<file path="config.mk">
export PLATFORM = sky130hd
export DESIGN_NAME = branch_resolution_queue
export DESIGN_NICKNAME = d
export VERILOG_FILES = /design/src/rtl/branch_resolution_queue.sv
export SDC_FILE = /design/constraint.sdc
export NUM_CORES = 2
export LEC_CHECK = 0
export CAP_MARGIN = 40
export CORE_MARGIN = 8
export CORE_UTILIZATION = 37
export CTS_CLUSTER_SIZE = 40
export DETAILED_ROUTE_END_ITERATION = 16
export PLACE_DENSITY = 0.54
export SLEW_MARGIN = 20
export SYNTH_ARGS = -nofsm -noshare
export SYNTH_HDL_FRONTEND = slang
export SYNTH_SLANG_ARGS = --single-unit
</file>
<file path="constraint.sdc">
create_clock -name clk -period 16.63 [get_ports clk]
set_clock_uncertainty 0.1 [all_clocks]
set_input_delay 3.326 -clock clk [delete_from_list [all_inputs] [get_ports clk]]
set_output_delay 3.326 -clock clk [all_outputs]
set_load 0.01 [all_outputs]
</file>
<file path="src/rtl/branch_resolution_queue.sv">
`default_nettype none
// ============================================================================
// Module   : branch_resolution_queue
// Brief    : Circular queue of in-flight branches/JALRs. Decode allocates up
//            to three entries per cycle, execute resolves them in any order,
//            and the queue emits up to three resolved entries per cycle to
//            fetch in allocation order. A mispredicting entry flushes all
//            younger entries and requests a RAS restore.
//            Optional macro BRQ_PERF_COUNTERS_EN enables the 32-bit
//            misprediction event counter on mispredict_count_o.
// Revision : 1.0 - initial release
// ============================================================================
module branch_resolution_queue #(
  parameter int DATA_WIDTH  = 32,
  parameter int DEPTH       = 16,
  parameter int ENTRIES     = 32,
  parameter int INDEX_WIDTH = $clog2(ENTRIES),
  parameter int TAG_W       = $clog2(DEPTH)
) (
  input  logic                     clk,
  input  logic                     reset,
  input  logic [2:0]               alloc_valid_i,
  input  logic [2:0]               alloc_is_jalr_i,
  input  logic [DATA_WIDTH-1:0]    alloc_pc_i_0,
  input  logic [DATA_WIDTH-1:0]    alloc_pc_i_1,
  input  logic [DATA_WIDTH-1:0]    alloc_pc_i_2,
  input  logic [INDEX_WIDTH+2:0]   alloc_global_history_i_0,
  input  logic [INDEX_WIDTH+2:0]   alloc_global_history_i_1,
  input  logic [INDEX_WIDTH+2:0]   alloc_global_history_i_2,
  input  logic [2:0]               alloc_ras_tos_i_0,
  input  logic [2:0]               alloc_ras_tos_i_1,
  input  logic [2:0]               alloc_ras_tos_i_2,
  output logic                     alloc_ready_o,
  output logic [TAG_W-1:0]         alloc_tag_o_0,
  output logic [TAG_W-1:0]         alloc_tag_o_1,
  output logic [TAG_W-1:0]         alloc_tag_o_2,
  input  logic [2:0]               resolve_valid_i,
  input  logic [TAG_W-1:0]         resolve_tag_i_0,
  input  logic [TAG_W-1:0]         resolve_tag_i_1,
  input  logic [TAG_W-1:0]         resolve_tag_i_2,
  input  logic [2:0]               resolve_mispredict_i,
  input  logic [DATA_WIDTH-1:0]    resolve_correct_pc_i_0,
  input  logic [DATA_WIDTH-1:0]    resolve_correct_pc_i_1,
  input  logic [DATA_WIDTH-1:0]    resolve_correct_pc_i_2,
  output logic                     misprediction_o_0,
  output logic                     misprediction_o_1,
  output logic                     misprediction_o_2,
  output logic                     update_valid_o_0,
  output logic                     update_valid_o_1,
  output logic                     update_valid_o_2,
  output logic                     is_jalr_o_0,
  output logic                     is_jalr_o_1,
  output logic                     is_jalr_o_2,
  output logic [DATA_WIDTH-1:0]    pc_at_prediction_o_0,
  output logic [DATA_WIDTH-1:0]    pc_at_prediction_o_1,
  output logic [DATA_WIDTH-1:0]    pc_at_prediction_o_2,
  output logic [DATA_WIDTH-1:0]    correct_pc_o_0,
  output logic [DATA_WIDTH-1:0]    correct_pc_o_1,
  output logic [DATA_WIDTH-1:0]    correct_pc_o_2,
  output logic [INDEX_WIDTH+2:0]   update_global_history_o_0,
  output logic [INDEX_WIDTH+2:0]   update_global_history_o_1,
  output logic [INDEX_WIDTH+2:0]   update_global_history_o_2,
  output logic                     ras_restore_en_o,
  output logic [2:0]               ras_restore_tos_o,
  output logic                     empty_o,
  output logic                     full_o,
  output logic [TAG_W:0]           count_o,
  output logic [31:0]              mispredict_count_o
);

  localparam int                 c_HIST_W = INDEX_WIDTH + 3;
  localparam int                 c_CNT_W  = TAG_W + 1;
  localparam logic [c_CNT_W-1:0] c_DEPTH  = c_CNT_W'(DEPTH);
  localparam logic [c_CNT_W-1:0] c_SLOTS  = c_CNT_W'(3);

  // Entry storage: control flags are reset, payload is not
  logic [DEPTH-1:0]      r_valid, r_resolved, r_mispredict, r_is_jalr;
  logic [DATA_WIDTH-1:0] r_pc   [DEPTH];
  logic [DATA_WIDTH-1:0] r_cpc  [DEPTH];
  logic [c_HIST_W-1:0]   r_hist [DEPTH];
  logic [2:0]            r_ras  [DEPTH];

  logic [TAG_W-1:0]   r_head, r_tail;
  logic [c_CNT_W-1:0] r_count;

  // Per-slot views of the flattened ports
  logic [DATA_WIDTH-1:0] w_alloc_pc   [3];
  logic [c_HIST_W-1:0]   w_alloc_hist [3];
  logic [2:0]            w_alloc_ras  [3];
  logic [TAG_W-1:0]      w_res_tag    [3];
  logic [DATA_WIDTH-1:0] w_res_cpc    [3];

  assign w_alloc_pc[0]   = alloc_pc_i_0;
  assign w_alloc_pc[1]   = alloc_pc_i_1;
  assign w_alloc_pc[2]   = alloc_pc_i_2;
  assign w_alloc_hist[0] = alloc_global_history_i_0;
  assign w_alloc_hist[1] = alloc_global_history_i_1;
  assign w_alloc_hist[2] = alloc_global_history_i_2;
  assign w_alloc_ras[0]  = alloc_ras_tos_i_0;
  assign w_alloc_ras[1]  = alloc_ras_tos_i_1;
  assign w_alloc_ras[2]  = alloc_ras_tos_i_2;
  assign w_res_tag[0]    = resolve_tag_i_0;
  assign w_res_tag[1]    = resolve_tag_i_1;
  assign w_res_tag[2]    = resolve_tag_i_2;
  assign w_res_cpc[0]    = resolve_correct_pc_i_0;
  assign w_res_cpc[1]    = resolve_correct_pc_i_1;
  assign w_res_cpc[2]    = resolve_correct_pc_i_2;

  logic                  w_alloc_ready, w_alloc_en, w_any_misp;
  logic [2:0]            w_alloc_v, w_res_hit, w_ok, w_upd, w_misp;
  logic [1:0]            w_n_alloc, w_n_ret;
  logic [TAG_W-1:0]      w_alloc_idx [3];
  logic [TAG_W-1:0]      w_hidx      [3];
  logic [DATA_WIDTH-1:0] w_out_pc    [3];
  logic [DATA_WIDTH-1:0] w_out_cpc   [3];
  logic [c_HIST_W-1:0]   w_out_hist  [3];
  logic [2:0]            w_out_jalr;

  // Readiness depends on registered occupancy only, so decode sees a stable value
  assign w_alloc_ready = (c_DEPTH - r_count) >= c_SLOTS;
  assign w_any_misp    = |w_misp;
  assign w_alloc_en    = w_alloc_ready & ~w_any_misp;

  genvar k;
  generate
    for (k = 0; k < 3; k++) begin : g_slot
      assign w_alloc_idx[k] = r_tail + TAG_W'(k);
      assign w_alloc_v[k]   = alloc_valid_i[k] & w_alloc_en;
      assign w_res_hit[k]   = resolve_valid_i[k] & r_valid[w_res_tag[k]]
                              & ~r_resolved[w_res_tag[k]];
      assign w_hidx[k]      = r_head + TAG_W'(k);
      assign w_ok[k]        = r_valid[w_hidx[k]] & r_resolved[w_hidx[k]];
      assign w_misp[k]      = w_upd[k] & r_mispredict[w_hidx[k]];
      assign w_out_pc[k]    = w_upd[k] ? r_pc[w_hidx[k]]   : '0;
      assign w_out_cpc[k]   = w_upd[k] ? r_cpc[w_hidx[k]]  : '0;
      assign w_out_hist[k]  = w_upd[k] ? r_hist[w_hidx[k]] : '0;
      assign w_out_jalr[k]  = w_upd[k] & r_is_jalr[w_hidx[k]];
    end
  endgenerate

  // An emitted slot needs every older slot emitted and none of them mispredicting;
  // written flat so no bit depends on another bit of the same vector
  assign w_upd[0] = w_ok[0];
  assign w_upd[1] = w_ok[0] & ~r_mispredict[w_hidx[0]] & w_ok[1];
  assign w_upd[2] = w_ok[0] & ~r_mispredict[w_hidx[0]] & w_ok[1]
                    & ~r_mispredict[w_hidx[1]] & w_ok[2];

  assign w_n_alloc = {1'b0, w_alloc_v[0]} + {1'b0, w_alloc_v[1]} + {1'b0, w_alloc_v[2]};
  assign w_n_ret   = {1'b0, w_upd[0]} + {1'b0, w_upd[1]} + {1'b0, w_upd[2]};

  // Select the RAS checkpoint of the single mispredicting slot, if any
  always_comb begin
    ras_restore_tos_o = 3'd0;
    if (w_misp[0])      ras_restore_tos_o = r_ras[w_hidx[0]];
    else if (w_misp[1]) ras_restore_tos_o = r_ras[w_hidx[1]];
    else if (w_misp[2]) ras_restore_tos_o = r_ras[w_hidx[2]];
  end

  // Pointer and occupancy update; a misprediction retires the emitted entries and drops the rest
  always_ff @(posedge clk) begin
    if (reset) begin
      r_head  <= '0;
      r_tail  <= '0;
      r_count <= '0;
    end else if (w_any_misp) begin
      r_head  <= r_head + TAG_W'(w_n_ret);
      r_tail  <= r_head + TAG_W'(w_n_ret);
      r_count <= '0;
    end else begin
      r_head  <= r_head + TAG_W'(w_n_ret);
      r_tail  <= r_tail + TAG_W'(w_n_alloc);
      r_count <= r_count + c_CNT_W'(w_n_alloc) - c_CNT_W'(w_n_ret);
    end
  end

  // Entry flags: resolve, allocate, retire, then flush overrides everything
  always_ff @(posedge clk) begin
    if (reset) begin
      r_valid      <= '0;
      r_resolved   <= '0;
      r_mispredict <= '0;
    end else begin
      // Descending so that port 0 wins if two ports hit the same tag
      for (int p = 2; p >= 0; p--) begin
        if (w_res_hit[p]) begin
          r_resolved[w_res_tag[p]]   <= 1'b1;
          r_mispredict[w_res_tag[p]] <= resolve_mispredict_i[p];
        end
      end
      for (int s = 0; s < 3; s++) begin
        if (w_alloc_v[s]) begin
          r_valid[w_alloc_idx[s]]      <= 1'b1;
          r_resolved[w_alloc_idx[s]]   <= 1'b0;
          r_mispredict[w_alloc_idx[s]] <= 1'b0;
        end
        if (w_upd[s]) r_valid[w_hidx[s]] <= 1'b0;
      end
      if (w_any_misp) r_valid <= '0;
    end
  end

  // Entry payload written on allocation, target latched on first resolve
  always_ff @(posedge clk) begin
    for (int s = 0; s < 3; s++) begin
      if (w_alloc_v[s]) begin
        r_pc[w_alloc_idx[s]]      <= w_alloc_pc[s];
        r_hist[w_alloc_idx[s]]    <= w_alloc_hist[s];
        r_ras[w_alloc_idx[s]]     <= w_alloc_ras[s];
        r_is_jalr[w_alloc_idx[s]] <= alloc_is_jalr_i[s];
      end
    end
    for (int p = 2; p >= 0; p--) begin
      if (w_res_hit[p]) r_cpc[w_res_tag[p]] <= w_res_cpc[p];
    end
  end

`ifdef BRQ_PERF_COUNTERS_EN
  logic [31:0] r_misp_cnt;

  // Count cycles that emit a misprediction, wrapping naturally
  always_ff @(posedge clk) begin
    if (reset)           r_misp_cnt <= '0;
    else if (w_any_misp) r_misp_cnt <= r_misp_cnt + 32'd1;
  end

  assign mispredict_count_o = r_misp_cnt;
`else
  assign mispredict_count_o = 32'd0;
`endif

  assign alloc_ready_o             = w_alloc_ready;
  assign alloc_tag_o_0             = w_alloc_idx[0];
  assign alloc_tag_o_1             = w_alloc_idx[1];
  assign alloc_tag_o_2             = w_alloc_idx[2];
  assign update_valid_o_0          = w_upd[0];
  assign update_valid_o_1          = w_upd[1];
  assign update_valid_o_2          = w_upd[2];
  assign misprediction_o_0         = w_misp[0];
  assign misprediction_o_1         = w_misp[1];
  assign misprediction_o_2         = w_misp[2];
  assign is_jalr_o_0               = w_out_jalr[0];
  assign is_jalr_o_1               = w_out_jalr[1];
  assign is_jalr_o_2               = w_out_jalr[2];
  assign pc_at_prediction_o_0      = w_out_pc[0];
  assign pc_at_prediction_o_1      = w_out_pc[1];
  assign pc_at_prediction_o_2      = w_out_pc[2];
  assign correct_pc_o_0            = w_out_cpc[0];
  assign correct_pc_o_1            = w_out_cpc[1];
  assign correct_pc_o_2            = w_out_cpc[2];
  assign update_global_history_o_0 = w_out_hist[0];
  assign update_global_history_o_1 = w_out_hist[1];
  assign update_global_history_o_2 = w_out_hist[2];
  assign ras_restore_en_o          = w_any_misp;
  assign empty_o                   = (r_count == '0);
  assign full_o                    = (r_count == c_DEPTH);
  assign count_o                   = r_count;

endmodule
`default_nettype wire

</file>
Word-level counts from Yosys, hierarchy flattened. Memories as Yosys holds them, arrays and structs flattened. A register that Yosys moved wholly into a read port is not among the register bits. Cells that the tools add are included.

$add $sub $neg: 13. Equal/unequal tests: 1. Reductions and logical operators: 12. Muxes and demuxes: 125. Order comparisons: 19. Bitwise operators: 50.

Operator list (number): 16-bit 2-to-1 mux (36); 32-bit 2-to-1 mux (6); 16-bit bitwise AND (9); 16-bit bitwise mux (6); 16-bit NOT (6); 16-bit OR (6); 1-bit binary-select mux with 4-bit select (18); 4-bit by 5-bit < comparator with 1-bit output (second input constant) (9); 1-bit 2-to-1 mux (39); 1-bit demux with 4-bit select (9); 4-bit by 1-bit >= comparator with 1-bit output (second input constant) (9); 8-bit 2-to-1 mux (3); 1-bit bitwise AND (23); 4-bit 2-to-1 mux (5); 1-bit logical AND (9); 3-bit 2-to-1 mux (3); 4-bit by 1-bit adder with 4-bit output (second input constant) (2); 4-bit by 2-bit adder with 4-bit output (2); 4-bit by 2-bit adder with 4-bit output (second input constant) (2); 1-bit NOT (6); 5-bit by 2-bit adder with 5-bit output (1); 5-bit == test (second input constant) (1); 5-bit by 2-bit >= comparator with 1-bit output (second input constant) (1); 5-bit logical NOT (1); other kinds (6) (8).

Register bits after elaboration: 77. Memories kept: 4. Output and inout bits: 281. Memory bits (writable): 1200. Input bits: 251. Logic and storage cells: 231.

Memories: r_cpc (depth 16, width 32, read ports 3, clocked after Yosys merged registers in 1, wr ports 3, line 79) `logic [DATA_WIDTH-1:0] r_cpc [DEPTH];`; r_pc (depth 16, width 32, read ports 3, clocked after Yosys merged registers in 1, wr ports 3, line 78) `logic [DATA_WIDTH-1:0] r_pc [DEPTH];`; r_hist (depth 16, width 8, read ports 3, clocked after Yosys merged registers in 1, wr ports 3, line 80) `logic [c_HIST_W-1:0] r_hist [DEPTH];`; r_ras (depth 16, width 3, read ports 3, clocked after Yosys merged registers in 1, wr ports 3, line 81) `logic [2:0] r_ras [DEPTH];`.

Longest topological paths before layout.
Depth after elaboration: 28. Depth in mapped cells: 31. Depth with buffers taken out: 21.

Least setup slack after synthesis. Ideal clock, no wire load.

Path type: register -> register. From: register r_head[1]. To: memory r_hist[8][0] (netlist bit), enable pin. Period minus slack after synthesis: 10.329 ns. Path buffers: 9. Arrival time: 9.628 ns. Required time: 15.929 ns. Setup time: 0.601 ns. Setup slack: 6.301 ns. Cell stages (with the launch flop): 18. Path through: dfxtp_1 -> buf_2 -> buf_1 -> buf_1 -> clkbuf_1 -> clkbuf_1 -> inv_1 -> ha_1 -> buf_2 -> buf_1 -> o211ai_1 -> a311oi_1 -> nor2_1 -> a221oi_4 -> nor2_2 -> buf_2 -> clkbuf_1 -> o311ai_0.

RTL lines: from (decl) (line 83) `logic [TAG_W-1:0] r_head, r_tail;`; from (signal assigned) (line 166) `r_head <= r_head + TAG_W'(w_n_ret);`; from (signal assigned) (line 170) `r_head <= r_head + TAG_W'(w_n_ret);`; to (decl) (line 80).

Worst setup path after layout.
From: register r_head[1]. To: output correct_pc_o_1[31].

Word-level cells in the longest chain between the ends: 6. Elaborated cells on any way between the ends: 18. Those cells by class: add/sub: 1; mux: 11; bitwise: 5; memory: 1.

RTL lines: 4-bit by 1-bit adder with 4-bit output (tied with other cells) (line 131) `assign w_hidx[k] = r_head + TAG_W'(k);`; 1-bit binary-select mux with 4-bit select (tied with other cells) (line 132) `assign w_ok[k] = r_valid[w_hidx[k]] & r_resolved[w_hidx[k]];`; 1-bit 2-to-1 mux (not written as such) (tied with other cells) (line 132); 1-bit bitwise AND (on tied branches) (line 132, 144); 1-bit bitwise AND (line 144) `assign w_upd[1] = w_ok[0] & ~r_mispredict[w_hidx[0]] & w_ok[1];`; 32-bit 2-to-1 mux * (line 135) `assign w_out_cpc[k] = w_upd[k] ? r_cpc[w_hidx[k]] : '0;`; to (decl) (line 58) `output logic [DATA_WIDTH-1:0] correct_pc_o_1,`.

Every way passes the cells marked *; elsewhere a longest branch is shown, timed or not. The select of a mux whose other input is x is not followed.

==> impl_metrics.tcl <==
set metrics [dict create \
    syn_area_mm2 0.0971 \
    post_cts.repair.setup_buffers 0 \
    hold_class "reg -> reg" \
    setup_slack_ps 6120 \
    finalHoldViolations 0 \
    grt_remaining_overflow 0 \
    die_h_um 528 \
    nets 9024 \
    num_vias 83700 \
    gp_congestion 0.905 \
    status "finished, final reports clean" \
    die_x_um 528 \
    irDropWorstVdd_mv 0.136 \
    cp_max_fo 58 \
    seq_area_frac_synth_pct 38.7 \
    first_global_vias 78300 \
    cts.repair.resized 0 \
    critPathCaptureType "output port" \
    dr.max_layer_used "met5" \
    routed-wl-met2_mm 193 \
    fp.dieArea_mm2 0.279 \
    ys_seq_elements 1277 \
    row_count 188 \
    m1WireLength_mm 157 \
    wl_met3_mm 58.8 \
    cts_buffer_depth 3 \
    setup_viol 0 \
    arrival_ps 7080 \
    fin_setup_tns_ps 0 \
    ys.warnings.count 0 \
    syn_avg_cell_area_um2 10.9 \
    dp_hpwl_mm 272 \
    hold_buffers 0 \
    post-route-min-period_ps 10510 \
    drive_above_1_share_pct 19.6 \
    synth-async-reset-ratio_pct 0 \
    ant_nets 0 \
    post_drt_wl_per_cell_um 35.4 \
    start_util_pct 37.1 \
    rsz0062_at_grt "false" \
    finalInstanceArea_mm2 0.112 \
    leakagePower_uw 0.0366 \
    timing.fmax_mhz 95.1 \
    grt_pass1_wl_mm 609 \
    num_io_pins 532 \
    clkTransAtPathRegs_ps 50 \
    drc 0 \
    htreeDepth 4 \
    num-fill-cells 24200 \
    synth_edf_count 1200 \
    cts_tree "built" \
    worstSkewPairLatency_ps 850 \
    syn-instance-count 8876 \
    wirelength_mm 442 \
    layoutNonFillerInstCount 12500 \
    p_per_area_mw_per_mm2 111 \
    tightest_slew_ps 1130 \
    root_buffer "clkbuf_16" \
    finalCritPeriodShare_pct 63.2 \
    cp.required_ps 13200 \
    area_growth_pct 15.4 \
    slew_headroom_pct 24.8 \
    synth_ff_type "edfxtp_1" \
    gr-usage-all-layers_pct 30.2 \
    portBuffers 499 \
    grt_max_degree 161 \
    synth_cell_types 76 \
    dp_slack_ps 6610 \
    cts_sinks 1277 \
    antenna_found_initial 101 \
    critPathKind "reg -> out" \
    drt_iter0_markers 12600 \
    numCtsBuffers 161 \
    dpl.cell_count 12100 \
    coreArea_mm2 0.262 \
    dr.pass1.iters 8 \
    vias_per_cell 6.71 \
    start_kind "flop" \
    final_max_slew_viol_count 0 \
    drv_cap 0 \
    place_area_mm2 0.106 \
]
-- worst max-delay path: stages (launching register included) --
cell and delay (ps):
dfxtp_4 930, ha_1 860, xnor2_2 190, buf_4 580, a311oi_1 250, nor2_1 400
nand2_1 200, inv_4 660, buf_4 780, and3_1 620, clkdlybuf4s50_1 690
-- registers in the layout, summed over array words and instances, names as in the netlist --
register	cells
r_pc	512
r_is_jalr	16
r_hist	128
r_resolved	16
r_ras	48
r_head	4
r_valid	16
r_mispredict	16
count_o	5
r_tail	4
r_cpc	512
-- final timing paths --
check	slack, ps	end	depth (start not counted)	startpoint
min	420	r_resolved[4]	2	r_resolved[4]
max reg2reg	8890	r_pc[11][27]	13	r_head[1]
max	6120	correct_pc_o_1[31]	10	r_head[1]
min reg2reg	420	r_resolved[4]	2	r_resolved[4]
-- layout by cell type (no fill, tap or decap), types with 39 or more instances in the layout --
cell                n
mux4_2           1097
clkbuf_16         163
and2_1             81
nand2_1          1526
nor2_1            819
a21oi_1           433
dfxtp_1            73
nand3_1           181
clkdlybuf4s50_1   499
buf_4             193
o21ai_1            76
edfxtp_1         1200
a31oi_1           357
mux2i_1           881
diode_2            79
clkbuf_1           39
nor2b_1            96
and3_1             86
o21ai_0           417
buf_16             68
nor3_1             42
-- kinds of logic (layout without fill, tap and decap cells) --
group / count (synthesis) / count (layout) / share of synthesized area, %
xor gates and xnor gates: 15 / 15 / 0.143
DFF: 1277 / 1277 / 38.7
other: 1 / 111 / 0.00386
and+or+nand+nor: 3001 / 3001 / 13.1
adders and majority gates: 32 / 32 / 0.459
muxes: 1981 / 1981 / 34.6
AOI/OAI and AO/OA: 1396 / 1396 / 8.04
buffers and inverters: 1173 / 1135 / 4.97
-- cell usage after synthesis, drive strengths merged (3+ instances only) --
| cell type | number | area [um2] |
|---|---|---|
| a211oi | 8 | 60.1 |
| a21boi | 3 | 22.5 |
| a21oi | 433 | 2170 |
| a221oi | 15 | 149 |
| a22oi | 9 | 67.6 |
| a311oi | 5 | 50.0 |
| a31oi | 357 | 2230 |
| a41oi | 3 | 26.3 |
| and2 | 82 | 513 |
| and3 | 87 | 544 |
| and3b | 3 | 26.3 |
| buf | 326 | 1650 |
| clkbuf | 804 | 3020 |
| dfxtp | 77 | 1540 |
| edfxtp | 1200 | 36000 |
| fa | 6 | 120 |
| ha | 26 | 325 |
| inv | 42 | 158 |
| mux2 | 3 | 33.8 |
| mux2i | 881 | 8820 |
| mux4 | 1097 | 24700 |
| nand2 | 1529 | 5740 |
| nand2b | 20 | 125 |
| nand3 | 199 | 996 |
| nand3b | 3 | 22.5 |
| nand4 | 25 | 156 |
| nand4b | 9 | 78.8 |
| nor2 | 830 | 3120 |
| nor2b | 96 | 601 |
| nor3 | 57 | 340 |
| nor3b | 7 | 52.6 |
| nor4 | 11 | 129 |
| o211a | 10 | 100 |
| o211ai | 15 | 113 |
| o21a | 4 | 30.0 |
| o21ai | 496 | 2480 |
| o22ai | 16 | 100 |
| o41a | 3 | 33.8 |
| or2 | 10 | 62.6 |
| or3 | 28 | 175 |
| xnor2 | 9 | 78.8 |
| xor2 | 6 | 60.1 |
-- final cells by class --
class,count,area (um2),share of cell area (%)
clock inverters,85,945,0.843
repair buffers,801,9070,8.10
well taps,3515,4400,3.92
diodes,79,198,0.176
multi-input cells,6457,55400,49.5
clock buffers,206,4280,3.82
inverters,43,169,0.151
flip-flops and latches,1277,37600,33.5
-- metrics by stage --
step                      hold slack (ps)  power (uW)  utilization, %
after floorplan                       352        7050               -
after detailed placement              408        8710            40.6
after global placement                404        8540            39.8
after CTS                             418       12300            42.6
final                                 424       12400            42.8
after global routing                  457       12700            42.8
-- power by group --
| group | total, uW | leakage, uW | switching, uW | internal (uW) |
|---|---|---|---|---|
| combinational | 4300 | 0.0226 | 2490 | 1810 |
| sequential | 4510 | 0.0115 | 356 | 4150 |
| clock | 3590 | 0.00253 | 1570 | 2020 |
| total | 12400 | 0.0366 | 4420 | 7980 |
-- routing by layer --
metal / vias up / global-route usage, %
li1: 33300 / -
met5: - / 0
met1: 41700 / 38.0
met4: 34 / 19.4
met3: 1537 / 8.87
met2: 7051 / 45.5
No activity file was read; power rests on OpenSTA's default activity.
